## config.mk

```make
export PLATFORM = sky130hd
export DESIGN_NAME = rx_descrambler_sequencer
export DESIGN_NICKNAME = d
export VERILOG_FILES = /design/src/rtl/rx_pkg.sv /design/src/rtl/rx_lane_bypass_ctrl.sv /design/src/rtl/rx_descrambler_sequencer.sv
export SDC_FILE = /design/constraint.sdc
export NUM_CORES = 1
export LEC_CHECK = 0
export BUFFER_PORTS_ARGS = -buffer_cell sky130_fd_sc_hd__buf_2
export CORE_ASPECT_RATIO = 0.5
export CORE_MARGIN = 2
export CORE_UTILIZATION = 26
export CTS_BUF_LIST = sky130_fd_sc_hd__clkbuf_4
export DETAILED_ROUTE_END_ITERATION = 8
export PLACE_DENSITY = 0.46
export SLEW_MARGIN = 20
export SYNTH_ARGS = -nofsm -noshare
export SYNTH_HDL_FRONTEND = slang
export SYNTH_SLANG_ARGS = --single-unit
```

## constraint.sdc

```tcl
create_clock -name clk -period 1.94 [get_ports clk]
set_input_delay 0 -clock clk [delete_from_list [all_inputs] [get_ports clk]]
set_output_delay 0 -clock clk [all_outputs]
set_load 0.03 [all_outputs]
```

## src/rtl/rx_pkg.sv

```systemverilog
// Shared definitions for the RX descrambler sequencer: FSM encoding, ordered-set symbols
// and lane count.
package rx_pkg;

   localparam int unsigned NUM_LANES = 16;

   localparam logic [7:0] COM_SYM     = 8'hBC;
   localparam logic [1:0] OS_SYNC_HDR = 2'b01;

   typedef enum logic [1:0] {
      ScrOff    = 2'd0,
      ScrArm    = 2'd1,
      ScrOn     = 2'd2,
      ScrReseed = 2'd3
   } scr_state_e;

endpackage

```

## src/rtl/rx_lane_bypass_ctrl.sv

```systemverilog
// Single-lane ordered-set bypass tracker: Gen1/2 COM hold counter, Gen3+ OS-block flag and
// LFSR reset pulse on COM.
module rx_lane_bypass_ctrl
   import rx_pkg::*;
#(
   parameter int unsigned OS_HOLD = 4
) (
   input  logic       clk,
   input  logic       reset,
   input  logic       gen_change,
   input  logic       low_rate,
   input  logic       active,
   input  logic       valid,
   input  logic [7:0] sym,
   input  logic       sym_k,
   input  logic       start_block,
   input  logic [1:0] sync_hdr,
   output logic       bypass_next,
   output logic       lfsr_reset
);

   localparam logic [3:0] HoldLoad = 4'(OS_HOLD);

   logic [3:0] hold_q, hold_d;
   logic       os_q, os_d;
   logic       com;

   always_comb begin
      com    = active && low_rate && valid && sym_k && (sym == COM_SYM);
      hold_d = hold_q;
      os_d   = os_q;
      // A rate change discards any ordered-set context, even a COM on the same cycle.
      if (!active || gen_change) begin
         hold_d = 4'd0;
         os_d   = 1'b0;
      end else if (low_rate) begin
         if (com) begin
            hold_d = HoldLoad;
         end else if (valid && (hold_q != 4'd0)) begin
            hold_d = hold_q - 4'd1;
         end
      end else if (valid && start_block) begin
         os_d = (sync_hdr == OS_SYNC_HDR);
      end
      bypass_next = low_rate ? (hold_d != 4'd0) : os_d;
   end

   always_ff @(posedge clk) begin
      if (reset) begin
         hold_q     <= 4'd0;
         os_q       <= 1'b0;
         lfsr_reset <= 1'b0;
      end else begin
         hold_q     <= hold_d;
         os_q       <= os_d;
         lfsr_reset <= com;
      end
   end

endmodule

```

## src/rtl/rx_descrambler_sequencer.sv

```systemverilog
// Sequences the 16 RX descramblers: enable FSM, rate-change reseed and per-lane OS bypass.
// Optional statistics outputs are built when RX_DESCR_SEQ_STATS_EN is defined.
module rx_descrambler_sequencer
   import rx_pkg::*;
#(
   parameter int unsigned DEVICETYPE        = 0,
   parameter int unsigned CFG_IDLE_SUBSTATE = 9,
   parameter int unsigned ARM_DELAY         = 2,
   parameter int unsigned OS_HOLD           = 4
) (
   input  logic         clk,
   input  logic         reset,
   input  logic [2:0]   GEN,
   input  logic [4:0]   substate,
   input  logic         disableScrambler,
   input  logic [4:0]   numberOfDetectedLanes,
   input  logic [15:0]  PIPEDataValid,
   input  logic [127:0] laneSym0,
   input  logic [15:0]  laneSym0K,
   input  logic [15:0]  PIPEStartBlock,
   input  logic [31:0]  PIPESyncHeader,
   output logic [15:0]  descrTurnOff,
   output logic [15:0]  lfsrReset,
   output logic         seedLoad,
   output logic [1:0]   scrState,
   output logic         scrActive
`ifdef RX_DESCR_SEQ_STATS_EN
   ,
   output logic [15:0]  osBypassCount,
   output logic [7:0]   reseedCount
`endif
);

   localparam logic [2:0] ArmLast = 3'(ARM_DELAY - 1);
   localparam logic [4:0] CfgIdle = 5'(CFG_IDLE_SUBSTATE);

   scr_state_e state_q, state_d;
   logic [2:0] arm_q, arm_d;
   logic [2:0] gen_q;
   logic       gen_change;
   logic       low_rate;
   logic       cfg_idle;

   logic [NUM_LANES-1:0] lane_active;
   logic [NUM_LANES-1:0] bypass_next;
   logic [NUM_LANES-1:0] turnoff_d;

   assign gen_change = (GEN != gen_q);
   assign low_rate   = (GEN <= 3'd2);
   assign cfg_idle   = (substate == CfgIdle);

   always_comb begin
      state_d = state_q;
      arm_d   = arm_q;
      if (disableScrambler) begin
         state_d = ScrOff;
      end else begin
         case (state_q)
            ScrOff: begin
               if (cfg_idle) begin
                  if (DEVICETYPE == 1) begin
                     state_d = ScrOn;
                  end else begin
                     state_d = ScrArm;
                     arm_d   = 3'd0;
                  end
               end
            end
            ScrArm: begin
               // armCnt survives excursions out of Configuration.Idle.
               if (cfg_idle) begin
                  if (arm_q >= ArmLast) begin
                     state_d = ScrOn;
                  end else if (arm_q != 3'd7) begin
                     arm_d = arm_q + 3'd1;
                  end
               end
            end
            ScrOn: begin
               if (gen_change) begin
                  state_d = ScrReseed;
               end
            end
            ScrReseed: state_d = ScrOn;
            default:   state_d = ScrOff;
         endcase
      end
   end

   for (genvar g = 0; g < NUM_LANES; g++) begin : g_lane
      assign lane_active[g] = (numberOfDetectedLanes > 5'(g));

      rx_lane_bypass_ctrl #(
         .OS_HOLD(OS_HOLD)
      ) u_lane (
         .clk        (clk),
         .reset      (reset),
         .gen_change (gen_change),
         .low_rate   (low_rate),
         .active     (lane_active[g]),
         .valid      (PIPEDataValid[g]),
         .sym        (laneSym0[g*8+:8]),
         .sym_k      (laneSym0K[g]),
         .start_block(PIPEStartBlock[g]),
         .sync_hdr   (PIPESyncHeader[g*2+:2]),
         .bypass_next(bypass_next[g]),
         .lfsr_reset (lfsrReset[g])
      );

      assign turnoff_d[g] = (state_d != ScrOn) || bypass_next[g] || !lane_active[g];
   end

   always_ff @(posedge clk) begin
      if (reset) begin
         state_q      <= ScrOff;
         arm_q        <= 3'd0;
         gen_q        <= GEN;
         descrTurnOff <= 16'hFFFF;
         seedLoad     <= 1'b0;
      end else begin
         state_q      <= state_d;
         arm_q        <= arm_d;
         gen_q        <= GEN;
         descrTurnOff <= turnoff_d;
         seedLoad     <= (state_d == ScrReseed);
      end
   end

   assign scrState  = state_q;
   assign scrActive = (state_q == ScrOn);

`ifdef RX_DESCR_SEQ_STATS_EN
   logic byp0_q;
   logic byp0_d;

   assign byp0_d = bypass_next[0] && lane_active[0];

   always_ff @(posedge clk) begin
      if (reset) begin
         byp0_q        <= 1'b0;
         osBypassCount <= 16'd0;
         reseedCount   <= 8'd0;
      end else begin
         byp0_q <= byp0_d;
         if (byp0_d && !byp0_q && (osBypassCount != 16'hFFFF)) begin
            osBypassCount <= osBypassCount + 16'd1;
         end
         if ((state_d == ScrReseed) && (reseedCount != 8'hFF)) begin
            reseedCount <= reseedCount + 8'd1;
         end
      end
   end
`endif

endmodule

```

==> results.md <==
Run status:
- The flow ran to the end, and the final reports show no timing, DRC or antenna violations.

Timing:
- At the pin with the least slew margin, the transition time is 644.1 ps.
- Setup repair after global routing could not meet its margin everywhere.
- The headroom to the max-slew limit is 56.67%.
- The worst hold slack across all endpoints is 51.89 ps.
- The final clock skew is 19.71 ps.
- The worst path in the final design needs a cycle of 1935 ps, including I/O delays and setup.
- The top achievable clock speed is 0.5169 GHz.
- The final number of max-transition violations was 0.
- The final cycle utilization of the critical path is 99.72%.
- The final number of hold-violating endpoints was 0.
- The setup violation total in the final timing report is 0.

Critical path:
- Along the worst path, the maximum fanout reaches 32.
- STA classifies the critical path endpoint as a register.
- Data on the critical path is required at its endpoint by 2420 ps.
- The start-to-end type of the worst setup path is input pin to register.
- Data on the critical path arrives at its endpoint at 2410 ps.
- The startpoint class of the critical path is an input pin.

Synth:
- The number of nets in the synthesized netlist is 1078.
- The async set-reset flop share out of synthesis is 0%.
- The cell area that synthesis handed to floorplanning was 0.006890 mm2.
- The synthesized design devotes to its leading area cell type 35.16% of total area.
- The Yosys step of the flow raised 0 warnings.
- For this run, the register share of the synthesized area comes to 35.16%.
- In this run the mean area of a mapped cell was 8.252 um2.
- The largest total area in the synthesized netlist belongs to sky130_fd_sc_hd__dfxtp_1.
- In the post-synthesis netlist, the biggest area contributors are sky130_fd_sc_hd__dfxtp_1, sky130_fd_sc_hd__nor2_1, sky130_fd_sc_hd__xnor2_1.
- Yosys mapped the design onto 71 distinct sky130hd cell types.
- The primary flip-flop cell chosen by synthesis mapping is sky130_fd_sc_hd__dfxtp_1.
- After synthesis the netlist holds a flip-flop and latch count of 121.
- The number of enable flip-flop cells after synthesis is 0.
- The cell count after synthesis came out at 835.

Place:
- Counting tap cells, the placed design contains a total of 1450 instances.
- Buffers placed on the I/O ports in this run total 259.
- At the end of routability-driven placement, the weighted congestion stood at 0.8321.
- The wire-length estimate of the detail-placed layout is 16.72 mm.

Power:
- Summed over all cells, the static leakage comes to 4.519 nW.
- The power density over the cells is 509.7 mW/mm2.
- Across the VDD grid, the largest voltage drop is 0.0002862 V.
- For this design the total switching power over the nets is 1.324 mW.
- Total power for the finished layout comes to 5.418 mW.
- Of the total power, the share spent switching nets is 24.44%.
- The internal power of the cells totals 4.094 mW.
- The power share of the combinational group is 14.7%.
- The power share of the clock group is 39.4%.
- The sequential cell fraction of total power is 45.9%.

Job:
- Across the run, the number of max-cap violations was 0.

CTS:
- The clock passes through at most 2 buffers.
- The clock edge transition at the registers on the reported setup and hold paths is 120 ps.
- The total clock buffers created by CTS is 17.
- Clock latency on the worst-skew pair, taken at its later pin, is 540 ps.
- The cell sitting at the root of the clock tree is a sky130_fd_sc_hd__clkbuf_4.
- The CTS tree is done.
- Clock tree synthesis found a total of 121 sinks.
- The maximum level of the CTS H-tree is 4.

Global routing:
- The wire length of the first global-routing pass is 36.14 mm.
- The number of antenna violations at the first check in global routing came to 2.
- Entering global routing, the biggest net connects 33 pins.
- Across every metal layer, demand over resource in global routing totals 16.33%.
- The number of global-route vias before repair was 7494.
- The total global routing overflow is 0.

Die:
- The full die area is 0.02790 mm2.
- The overall die height is 119.1 um.
- The total I/O pin count is 260.
- The initial core utilization is 26.28%.
- The floorplan step set the die width to 234.2 um.
- The total area inside the core boundary comes to 0.02622 mm2.
- The row count is 42.

Routing:
- The aggregate routed wire length is 22.80 mm.
- In the routed design, unresolved DRC markers number 0.
- The first-iteration detailed-routing DRC count is 306.
- After detailed routing, the average wire length per cell comes to 14.05 um.
- The via count is 7593.
- In the routed layout, each cell is associated on average with a via count of 4.678.
- The detail route stage leaves a number of antenna-violating nets equal to 0.
- The detailed-router iteration count before antenna repair is 4.

Cells and area:
- In the final layout, the share of cells above drive strength 1 is 30.89%.
- After the flow finishes, the layout carries non-filler instances totaling 1623.
- Compared with the post-synthesis result, the final layout area differs by 54.26%.
- In the layout the commonest cells are sky130_fd_sc_hd__buf_2, sky130_fd_sc_hd__dlygate4sd3_1, sky130_fd_sc_hd__dfxtp_1.
- Measured on the finished design, the core utilization comes to 40.53%.
- The number of nets in the final layout is 1499.
- The most common cell after layout, fill and taps aside is sky130_fd_sc_hd__buf_2.

Min path:
- The type of the tightest min-delay check is input pin to register.
-- Yosys cell counts, types with 5 or more instances --
master	count
sky130_fd_sc_hd__dfxtp_1	121
sky130_fd_sc_hd__o21ai_0	10
sky130_fd_sc_hd__mux2_2	10
sky130_fd_sc_hd__or2_2	7
sky130_fd_sc_hd__buf_4	20
sky130_fd_sc_hd__o211ai_1	13
sky130_fd_sc_hd__a21o_1	10
sky130_fd_sc_hd__xnor2_1	30
sky130_fd_sc_hd__nor4_1	15
sky130_fd_sc_hd__nor2_1	113
sky130_fd_sc_hd__inv_1	59
sky130_fd_sc_hd__or3_1	8
sky130_fd_sc_hd__mux2i_1	25
sky130_fd_sc_hd__a211oi_1	9
sky130_fd_sc_hd__nor2b_1	32
sky130_fd_sc_hd__clkbuf_1	11
sky130_fd_sc_hd__nor3_1	23
sky130_fd_sc_hd__nand2b_1	14
sky130_fd_sc_hd__nor3b_1	25
sky130_fd_sc_hd__nand2_1	47
sky130_fd_sc_hd__nand3b_1	5
sky130_fd_sc_hd__o311ai_1	8
sky130_fd_sc_hd__and2_1	10
sky130_fd_sc_hd__a31oi_1	6
sky130_fd_sc_hd__buf_2	9
sky130_fd_sc_hd__ha_1	19
sky130_fd_sc_hd__a21oi_1	26
sky130_fd_sc_hd__nand4_1	25
sky130_fd_sc_hd__and4b_1	6
sky130_fd_sc_hd__nand3_1	40
-- worst max-delay path: stages --
cell                            delay, ps
sky130_fd_sc_hd__dlygate4sd3_1        530
sky130_fd_sc_hd__buf_2                170
sky130_fd_sc_hd__a21oi_4              270
sky130_fd_sc_hd__buf_12               230
sky130_fd_sc_hd__nand4_1              130
sky130_fd_sc_hd__nor4_2               160
sky130_fd_sc_hd__buf_4                160
sky130_fd_sc_hd__dlygate4sd3_1        560
sky130_fd_sc_hd__o211ai_1             100
sky130_fd_sc_hd__nor2_1                90
-- stage by stage --
step | worst slack, ps | TNS, ps | cell area [um2]
after floorplan | 56.55 | 0 | 6890
after global placement | -397.1 | -4861 | 8756
after detailed placement | -394.5 | -4940 | 8756
after CTS | 4.286 | 0 | 10470
after global routing | -57.24 | -108.6 | 10630
final | 5.441 | 0 | 10630
-- power groups by stage --
stage / sequential (mW) / combinational (mW) / clock, mW
after floorplan: 2.55 / 0.248 / 0
after global placement: 2.55 / 0.615 / 0
after detailed placement: 2.55 / 0.621 / 0
after CTS: 2.49 / 0.785 / 2.22
after global routing: 2.49 / 0.876 / 2.34
final: 2.49 / 0.798 / 2.13
-- layout make-up --
type / instances / area (um2)
antenna: 2 / 5.005
clock buffer: 20 / 150.1
clock inverter: 12 / 178.9
fill: 2672 / 15590
inverter: 59 / 221.5
multi-input combinational: 615 / 4151
sequential: 121 / 2427
tap: 352 / 440.4
timing repair buffer: 442 / 3054
-- flip-flops by register name (all words and copies together), names as in the netlist --
name,flops
scrState,2
arm_q,3
g_lane.u_lane.hold_q,64
seedLoad,1
descrTurnOff,16
gen_q,3
g_lane.u_lane.os_q,16
g_lane.u_lane.lfsr_reset,16
-- routing by layer --
layer  vias to the layer above  track usage (%)  routed length, um
li1                       3837                -                  -
met1                      3619            19.88              10060
met2                       114            28.96              11630
met3                        23            3.257                778
met4                         0            4.747                328
met5                         -                0                  0
-- cells by family (layout without fill, tap and decap cells) --
| group | Yosys count | in the layout | share of synthesized area (%) |
|---|---|---|---|
| AND/OR/NAND/NOR | 398 | 398 | 31.31 |
| AO/OA/AOI/OAI | 129 | 129 | 13.86 |
| flip-flops | 121 | 121 | 35.16 |
| buffers and inverters | 99 | 533 | 6.646 |
| multiplexers | 35 | 35 | 5.266 |
| XOR/XNOR | 34 | 34 | 4.322 |
| adder cells (fa/ha/maj) | 19 | 19 | 3.450 |
| other | 0 | 2 | 0 |
-- worst paths after layout --
path,cells after the start,slack [ps],start,end
worst max register to register,8,30,arm_q[1],arm_q[1]
worst min register to register,2,490,g_lane[5].u_lane.os_q,g_lane[5].u_lane.os_q
worst max-delay path,10,5,GEN[1],g_lane[8].u_lane.hold_q[2]
worst min-delay path,6,50,laneSym0[42],g_lane[5].u_lane.lfsr_reset
-- what timing repair did --
| action | 4_1_cts | 5_1_grt |
|---|---|---|
| endpoints found under the hold margin | 112 | 2 |
| hold buffers | 135 | 1 |
| gates resized for setup | 3 | 31 |
| setup buffers | 2 | 3 |
| pin swaps | 3 | 5 |
| setup endpoints to repair | 16 | 25 |
No activity file was read; power rests on OpenSTA's default activity.
